$ cat src/rtl/foc_sequencer_pkg.sv
// Shared types and helpers for the FOC run-time supervisor (foc_sequencer).
package foc_seq_pkg;

   typedef enum logic [2:0] {
      ST_IDLE   = 3'd0,
      ST_CAL    = 3'd1,
      ST_ALIGN  = 3'd2,
      ST_RUN    = 3'd3,
      ST_RAMPDN = 3'd4,
      ST_FAULT  = 3'd5
   } state_t;

   typedef enum logic [1:0] {
      FC_NONE    = 2'd0,
      FC_CAL     = 2'd1,
      FC_OC      = 2'd2,
      FC_TIMEOUT = 2'd3
   } fault_t;

   localparam logic [11:0] ADC_MID = 12'd2048;

   function automatic logic [16:0] abs17(input logic signed [16:0] v);
      return (v < 0) ? 17'(-v) : 17'(v);
   endfunction

endpackage

$ cat src/rtl/foc_sequencer_slew_limiter.sv
// Step-limited signed tracker: on each enable the output moves toward the target by at most STEP.
module slew_limiter #(
   parameter logic [15:0] STEP = 16'd64
) (
   input  logic               i_clk,
   input  logic               i_rstn,
   input  logic               i_clr,
   input  logic               i_en,
   input  logic signed [15:0] i_target,
   output logic signed [15:0] o_aim
);

   logic signed [15:0] r_aim;
   logic signed [16:0] w_tgt, w_cur, w_step, w_diff, w_next;

   always_comb begin
      w_tgt  = $signed({i_target[15], i_target});
      w_cur  = $signed({r_aim[15], r_aim});
      w_step = $signed({1'b0, STEP});
      w_diff = w_tgt - w_cur;
      if (w_diff > w_step)
         w_next = w_cur + w_step;
      else if (w_diff < -w_step)
         w_next = w_cur - w_step;
      else
         w_next = w_tgt;
   end

   always_ff @(posedge i_clk) begin
      if (!i_rstn || i_clr)
         r_aim <= '0;
      else if (i_en)
         r_aim <= w_next[15:0];
   end

   assign o_aim = r_aim;

endmodule

$ cat src/rtl/foc_sequencer.sv
// Supervisor in front of the FOC core: ADC offset calibration, alignment, ramped run, fault latching.
// Define FOC_SEQ_WDT_EN to add the en_idq watchdog in RUN/RAMPDN.
module foc_sequencer
   import foc_seq_pkg::*;
#(
   parameter int unsigned CAL_LOG2      = 6,
   parameter int unsigned CAL_PERIOD    = 2048,
   parameter logic [11:0] CAL_TOL       = 12'd256,
   parameter int unsigned ALIGN_TIMEOUT = 33554432,
   parameter logic [15:0] RAMP_STEP     = 16'd64,
   parameter logic [15:0] OC_LIMIT      = 16'd12000,
   parameter logic [3:0]  OC_COUNT      = 4'd3,
   parameter int unsigned WDT_CYCLES    = 8192
) (
   input  logic               i_clk,
   input  logic               i_rstn,
   input  logic               i_start,
   input  logic               i_stop,
   input  logic               i_fault_clr,
   input  logic signed [15:0] i_id_target,
   input  logic signed [15:0] i_iq_target,
   input  logic               i_core_sn_adc,
   output logic               o_sn_adc,
   input  logic               i_en_adc,
   input  logic [11:0]        i_adc_a,
   input  logic [11:0]        i_adc_b,
   input  logic [11:0]        i_adc_c,
   output logic               o_cor_en_adc,
   output logic [11:0]        o_cor_a,
   output logic [11:0]        o_cor_b,
   output logic [11:0]        o_cor_c,
   output logic               o_core_rstn,
   input  logic               i_core_init_done,
   input  logic               i_en_idq,
   input  logic signed [15:0] i_id,
   input  logic signed [15:0] i_iq,
   output logic signed [15:0] o_id_aim,
   output logic signed [15:0] o_iq_aim,
   output logic [2:0]         o_state,
   output logic [1:0]         o_fault_code,
   output logic [11:0]        o_offset_a,
   output logic [11:0]        o_offset_b,
   output logic [11:0]        o_offset_c
);

   localparam logic [10:0] NSAMP_M1 = 11'((1 << CAL_LOG2) - 1);

   state_t      r_state;
   fault_t      r_fault;
   logic [31:0] r_cnt;
   logic        r_cal_pulse;
   logic [10:0] r_nsamp;
   logic [3:0]  r_oc;
   logic [21:0] r_acc [3];
   logic [11:0] r_off [3];
   logic [11:0] r_cor [3];
   logic        r_cor_en;

   logic [11:0]        w_adc     [3];
   logic [21:0]        w_sum     [3];
   logic [11:0]        w_off_new [3];
   logic signed [13:0] w_cdiff   [3];
   logic [11:0]        w_cor     [3];
   logic               w_off_bad;
   logic               w_active, w_over, w_oc_trip, w_wdt_trip, w_fault_now;
   logic [3:0]         w_oc_next;
   logic               w_ramp_en, w_ramp_clr;
   logic signed [15:0] w_id_tgt, w_iq_tgt;

   assign w_adc[0] = i_adc_a;
   assign w_adc[1] = i_adc_b;
   assign w_adc[2] = i_adc_c;

   always_comb begin
      w_off_bad = 1'b0;
      for (int unsigned k = 0; k < 3; k++) begin
         w_sum[k]     = r_acc[k] + 22'(w_adc[k]);
         w_off_new[k] = w_sum[k][CAL_LOG2 +: 12];
         if (abs17(17'(w_off_new[k]) - 17'(ADC_MID)) > 17'(CAL_TOL))
            w_off_bad = 1'b1;
         w_cdiff[k] = $signed({2'b00, w_adc[k]}) - $signed({2'b00, r_off[k]}) + 14'sd2048;
         if (w_cdiff[k] < 0)
            w_cor[k] = '0;
         else if (w_cdiff[k] > 14'sd4095)
            w_cor[k] = '1;
         else
            w_cor[k] = w_cdiff[k][11:0];
      end
   end

   assign w_active  = (r_state == ST_RUN) || (r_state == ST_RAMPDN);
   assign w_over    = (abs17($signed({i_id[15], i_id})) > 17'(OC_LIMIT)) ||
                      (abs17($signed({i_iq[15], i_iq})) > 17'(OC_LIMIT));
   assign w_oc_next = r_oc + 4'd1;
   assign w_oc_trip = i_en_idq && w_over && (w_oc_next >= OC_COUNT);

`ifdef FOC_SEQ_WDT_EN
   logic [31:0] r_wdt;

   always_ff @(posedge i_clk) begin
      if (!i_rstn || !w_active || i_en_idq)
         r_wdt <= '0;
      else
         r_wdt <= r_wdt + 32'd1;
   end

   assign w_wdt_trip = !i_en_idq && (r_wdt >= 32'(WDT_CYCLES - 1));
`else
   assign w_wdt_trip = 1'b0;
`endif

   assign w_fault_now = w_active && (w_oc_trip || w_wdt_trip);

   // A fault in the same cycle as en_idq suppresses the ramp step and clears the aims.
   assign w_ramp_en  = w_active && i_en_idq && !w_fault_now;
   assign w_ramp_clr = !w_active || w_fault_now;
   assign w_id_tgt   = (r_state == ST_RUN) ? i_id_target : '0;
   assign w_iq_tgt   = (r_state == ST_RUN) ? i_iq_target : '0;

   slew_limiter #(.STEP(RAMP_STEP)) u_slew_id (
      .i_clk(i_clk), .i_rstn(i_rstn), .i_clr(w_ramp_clr), .i_en(w_ramp_en),
      .i_target(w_id_tgt), .o_aim(o_id_aim)
   );

   slew_limiter #(.STEP(RAMP_STEP)) u_slew_iq (
      .i_clk(i_clk), .i_rstn(i_rstn), .i_clr(w_ramp_clr), .i_en(w_ramp_en),
      .i_target(w_iq_tgt), .o_aim(o_iq_aim)
   );

   always_ff @(posedge i_clk) begin
      if (!i_rstn) begin
         r_state     <= ST_IDLE;
         r_fault     <= FC_NONE;
         r_cnt       <= '0;
         r_cal_pulse <= 1'b0;
         r_nsamp     <= '0;
         r_oc        <= '0;
         r_cor_en    <= 1'b0;
         for (int unsigned k = 0; k < 3; k++) begin
            r_acc[k] <= '0;
            r_off[k] <= ADC_MID;
            r_cor[k] <= '0;
         end
      end else begin
         r_cor_en <= i_en_adc;
         for (int unsigned k = 0; k < 3; k++)
            r_cor[k] <= w_cor[k];

         case (r_state)
            ST_IDLE: begin
               r_cal_pulse <= 1'b0;
               r_oc        <= '0;
               if (i_start && !i_stop) begin
                  r_state     <= ST_CAL;
                  r_cnt       <= '0;
                  r_cal_pulse <= 1'b1;
                  r_nsamp     <= '0;
                  for (int unsigned k = 0; k < 3; k++)
                     r_acc[k] <= '0;
               end
            end
            ST_CAL: begin
               if (i_stop) begin
                  r_state     <= ST_IDLE;
                  r_cal_pulse <= 1'b0;
               end else begin
                  if (r_cnt == 32'(CAL_PERIOD - 1)) begin
                     r_cnt       <= '0;
                     r_cal_pulse <= 1'b1;
                  end else begin
                     r_cnt       <= r_cnt + 32'd1;
                     r_cal_pulse <= 1'b0;
                  end
                  if (i_en_adc) begin
                     if (r_nsamp == NSAMP_M1) begin
                        for (int unsigned k = 0; k < 3; k++)
                           r_off[k] <= w_off_new[k];
                        r_cal_pulse <= 1'b0;
                        r_cnt       <= '0;
                        if (w_off_bad) begin
                           r_state <= ST_FAULT;
                           r_fault <= FC_CAL;
                        end else begin
                           r_state <= ST_ALIGN;
                        end
                     end else begin
                        for (int unsigned k = 0; k < 3; k++)
                           r_acc[k] <= w_sum[k];
                        r_nsamp <= r_nsamp + 11'd1;
                     end
                  end
               end
            end
            ST_ALIGN: begin
               r_cnt <= r_cnt + 32'd1;
               if (i_stop) begin
                  r_state <= ST_IDLE;
               end else if (i_core_init_done) begin
                  r_state <= ST_RUN;
                  r_oc    <= '0;
               end else if (r_cnt >= 32'(ALIGN_TIMEOUT - 1)) begin
                  r_state <= ST_FAULT;
                  r_fault <= FC_TIMEOUT;
               end
            end
            ST_RUN, ST_RAMPDN: begin
               if (i_en_idq)
                  r_oc <= w_over ? w_oc_next : '0;
               if (w_fault_now) begin
                  r_state <= ST_FAULT;
                  r_fault <= w_oc_trip ? FC_OC : FC_TIMEOUT;
               end else if (r_state == ST_RUN && i_stop) begin
                  r_state <= ST_RAMPDN;
               end else if (r_state == ST_RAMPDN && o_id_aim == '0 && o_iq_aim == '0) begin
                  r_state <= ST_IDLE;
               end
            end
            ST_FAULT: begin
               r_oc <= '0;
               if (i_fault_clr) begin
                  r_state <= ST_IDLE;
                  r_fault <= FC_NONE;
               end
            end
            default: r_state <= ST_IDLE;
         endcase
      end
   end

   always_comb begin
      o_sn_adc = 1'b0;
      case (r_state)
         ST_CAL:                     o_sn_adc = r_cal_pulse;
         ST_ALIGN, ST_RUN, ST_RAMPDN: o_sn_adc = i_core_sn_adc;
         default:                    o_sn_adc = 1'b0;
      endcase
   end

   assign o_core_rstn  = (r_state == ST_ALIGN) || w_active;
   assign o_state      = r_state;
   assign o_fault_code = r_fault;
   assign o_cor_en_adc = r_cor_en;
   assign o_cor_a      = r_cor[0];
   assign o_cor_b      = r_cor[1];
   assign o_cor_c      = r_cor[2];
   assign o_offset_a   = r_off[0];
   assign o_offset_b   = r_off[1];
   assign o_offset_c   = r_off[2];

endmodule

$ cat config.mk
export PLATFORM = sky130hd
export DESIGN_NAME = foc_sequencer
export DESIGN_NICKNAME = d
export VERILOG_FILES = /design/src/rtl/foc_sequencer_pkg.sv /design/src/rtl/foc_sequencer_slew_limiter.sv /design/src/rtl/foc_sequencer.sv
export SDC_FILE = /design/constraint.sdc
export NUM_CORES = 1
export LEC_CHECK = 0
export CORE_MARGIN = 1
export CORE_UTILIZATION = 30
export DETAILED_ROUTE_END_ITERATION = 16
export PLACE_DENSITY = 0.57
export SETUP_SLACK_MARGIN = 0.2
export SYNTH_ARGS = -nofsm -noshare
export SYNTH_HDL_FRONTEND = slang
export SYNTH_SLANG_ARGS = --single-unit
$ cat constraint.sdc
create_clock -name i_clk -period 4.3 [get_ports i_clk]
set_clock_uncertainty 0.15 [all_clocks]
set_input_delay 0.43 -clock i_clk [delete_from_list [all_inputs] [get_ports i_clk]]
set_output_delay 0.43 -clock i_clk [all_outputs]
set_load 0.05 [all_outputs]
==> summary.md <==
| Metric | Value |
|---|---|
| Remaining Overflow, GRT | 0 |
| Ant. Diodes | 0 |
| Starting Density | 30.4% |
| Endpoints failing hold | 0 |
| Cells after synthesis | 2018 |
| Core area | 55100 um^2 |
| Min Tclk post-route | 4270 ps |
| Setup Viol. Count Final | 0 |
| Slew margin rel. | 31.8% |
| Rows | 86 |
| Max-slew violation count | 0 |
| CTS Hold Bufs | 0 |
| Die footprint | 56700 um^2 |
| Clock Path Buffers | 3 |
| Hold Slack | 183 ps |
| Drt initial violations | 932 |
| Nets@finish | 2734 |
| Total clock buffers created by CTS | 27 |
| Final ANT Viol Nets | 0 |
| DRT Wirelength | 53500 um |
| Reg-to-Reg Start | o_state[2] |
| Syn avg cell area | 8.29 um^2 |
| Final total power | 9.77 mW |
| CTS sink cnt | 212 |
| Data required time of the critical path | 4600 ps |
| Router iterations before antenna repair | 7 |
| Initial antenna violation count | 0 |
| Fin crit share | 99.4% |
| Crit path launch type | register |
| Fillers | 5462 |
| Ys flop type | dfxtp_1 |
| Global-route wire length before repair | 83600 um |
| Hpwl dp | 40400 um |
| TritonCTS clock tree | done |
| Area Growth Syn to Fin | 41.8% |
| Crit path arrival time | 4580 ps |
| Ys Warns | 0 |
| Die H | 238 um |
| FF-to-FF setup slack | 30 ps |
| Hold crit path type | input pin to register |
| Vias in the first global route | 16200 |
| Hold Startpoint | i_adc_b[0] |
| DR DRC count | 0 |
| CTS H-tree lvls | 1 |
| Fin cells | 3263 |
| Routability cong. | 0.897 |
| Worst hold stages | 4 |
| CTS Root Cell | clkbuf_16 |
| CP max FO | 8 |
| Ys async rst share | 0% |
| Lkg Pwr | 9.53 nW |
| Reg2reg end | u_slew_id.o_aim[10] |
| Cells on worst reg2reg path | 21 |
| Global-route usage over all layers | 18.0% |
| Max Cap Viol | 0 |
| Synth Net Count | 2257 |
| CP Capture Type | register |
| Pin count of the biggest net entering global routing | 55 |
| # IOs | 221 |
| Cell variety after synth | 121 |
| Post-Place Cells | 3174 |
| Post-synth EDFFs | 90 |
| Die X | 238 um |
| Commonest non-fill, non-tap cells in the layout | 261 x buf_4, 236 x nor2_1, 217 x clkdlybuf4s50_1 |
| Clock transition at path regs | 60 ps |
| Post-DR vias/cell | 5.08 |
| Commonest non-fill, non-tap cell in the layout | buf_4 |
| Fmax | 234 MHz |
| Critical setup path kind | register to register |
| Synth Cell Area | 16700 um^2 |
| Via count | 16600 |
| Slew of the pin with the lowest slew margin | 1020 ps |
| IO buf count | 220 |
| Multi-input gate area | 11700 um^2 |
| RSZ-0062 raised after global routing | true |
| Seq/Total Area, Yosys | 30.8% |
| Wire length per cell | 16.4 um |
| Worst-Skew Late Latency | 570 ps |
| Synthesis-stage register bit count | 212 |
| Outcome | completed |
| Peak supply drop | 0.294 mV |
| Worst Hold End | r_cor[0][12] |
| Setup TNS | 0 ps |
| PD cells | 412 nW/um^2 |
| Register area | 5160 um^2 |
| Share of cells above drive strength 1 | 21.8% |
==> state kept, by name, summed over array words and instances (netlist names) <==
register	cells
r_off	36
r_nsamp	11
u_slew_iq.o_aim	16
r_oc	4
u_slew_id.o_aim	16
o_state	3
r_acc	54
r_cnt	32
r_cor	36
r_cal_pulse	1
o_fault_code	2
o_cor_en_adc	1
==> timing repair <==
item / in CTS / in global routing
resized for setup: 75 / 122
pin swaps: 32 / 75
cloned: 1 / 0
endpoints found under the setup margin: 37 / 48
buffers inserted: 16 / 23
==> through the flow <==
stage,setup slack [ps],utilization [%],area (um^2)
finish,26.7,43.0,23700
floorplan,206,-,16900
CTS,98.4,41.7,22900
global placement,-393,39.3,21600
detailed placement,-537,39.3,21600
global route,-231,43.0,23700
==> cells in the mapped netlist, types with 13 or more instances <==
| library cell | count | share of area [%] |
|---|---|---|
| a211oi_1 | 19 | 0.85 |
| a21o_1 | 21 | 0.94 |
| a21oi_1 | 142 | 4.2 |
| a31oi_1 | 27 | 1.0 |
| and2_1 | 32 | 1.2 |
| and3_1 | 30 | 1.1 |
| clkbuf_1 | 49 | 1.1 |
| dfxtp_1 | 122 | 15 |
| edfxtp_1 | 90 | 16 |
| ha_1 | 122 | 9.1 |
| inv_1 | 158 | 3.5 |
| mux2i_1 | 20 | 1.2 |
| nand2_1 | 129 | 2.9 |
| nand2b_1 | 44 | 1.6 |
| nand3_1 | 68 | 2.0 |
| nand4_1 | 27 | 1.0 |
| nor2_1 | 242 | 5.4 |
| nor2b_1 | 28 | 1.0 |
| nor3_1 | 62 | 1.9 |
| nor4_1 | 25 | 0.94 |
| o211ai_1 | 21 | 0.94 |
| o21a_1 | 20 | 0.90 |
| o21ai_0 | 82 | 2.5 |
| o21bai_1 | 13 | 0.58 |
| or3_1 | 20 | 0.75 |
| xnor2_1 | 71 | 3.7 |
| xor2_1 | 63 | 3.3 |
==> where the power goes <==
part	internal, mW	leakage, nW	switching [mW]	total, mW
clock network	1.27	0.433	0.983	2.25
logic	2.36	7.16	2.76	5.12
registers	2.29	1.94	0.118	2.41
==> layout make-up <==
cell class                      count  share of cell area (%)
Inverter                          159                    2.53
Timing Repair Buffer              505                    18.8
Multi-Input combinational cell   1590                    49.3
Clock inverter                     16                   0.612
Tap cell                          748                    3.95
Sequential cell                   212                    21.7
Clock buffer                       33                    3.03
==> per-layer routing <==
layer  global-route usage, %  vias up  routed length [um]
li1                        -     8274                   -
met1                    23.9     7854               24900
met2                    30.3      358               24900
met3                    2.73       79                2250
met4                    4.97        0                1430
met5                       0        -                   0
==> worst max path at each step <==
stage | to | startpoint | slack (ps) | depth (start not counted)
after detailed placement | o_fault_code[1] | i_adc_c[0] | -540 | 17
after global routing | u_slew_iq.o_aim[3] | o_state[2] | -230 | 20
after global placement | o_fault_code[1] | i_adc_c[0] | -390 | 17
final | u_slew_id.o_aim[10] | o_state[2] | 30 | 21
after floorplan | u_slew_iq.o_aim[11] | o_state[2] | 210 | 18
after CTS | u_slew_iq.o_aim[4] | o_state[2] | 100 | 19
==> worst max-delay path, stage by stage (launching register included) <==
cell and delay [ps]:
dfxtp_4 340, nand2b_4 150, nor2_4 170, buf_6 170
nand2_4 60, ha_4 160, fa_2 330, nand2b_4 160
a21oi_4 220, o21ai_4 100, buf_6 130, a21oi_2 140
o21a_1 190, a311oi_2 50, or4_4 520, nor4b_4 310
buf_4 150, nor2_2 30, buf_6 140, a22oi_2 140
nor2_1 60, a2111oi_0 260
==> cells by family after synthesis <==
| kind of cell | after synthesis | synth area share [%] |
|---|---|---|
| and+or+nand+nor | 793 | 24.4 |
| AOI/OAI and AO/OA | 503 | 20.8 |
| buffers and inverters | 217 | 5.04 |
| DFF | 212 | 30.8 |
| xor gates and xnor gates | 138 | 7.41 |
| adders and majority gates | 130 | 10.1 |
| muxes | 25 | 1.55 |
Note: power is estimated with default switching activity, not from simulation.
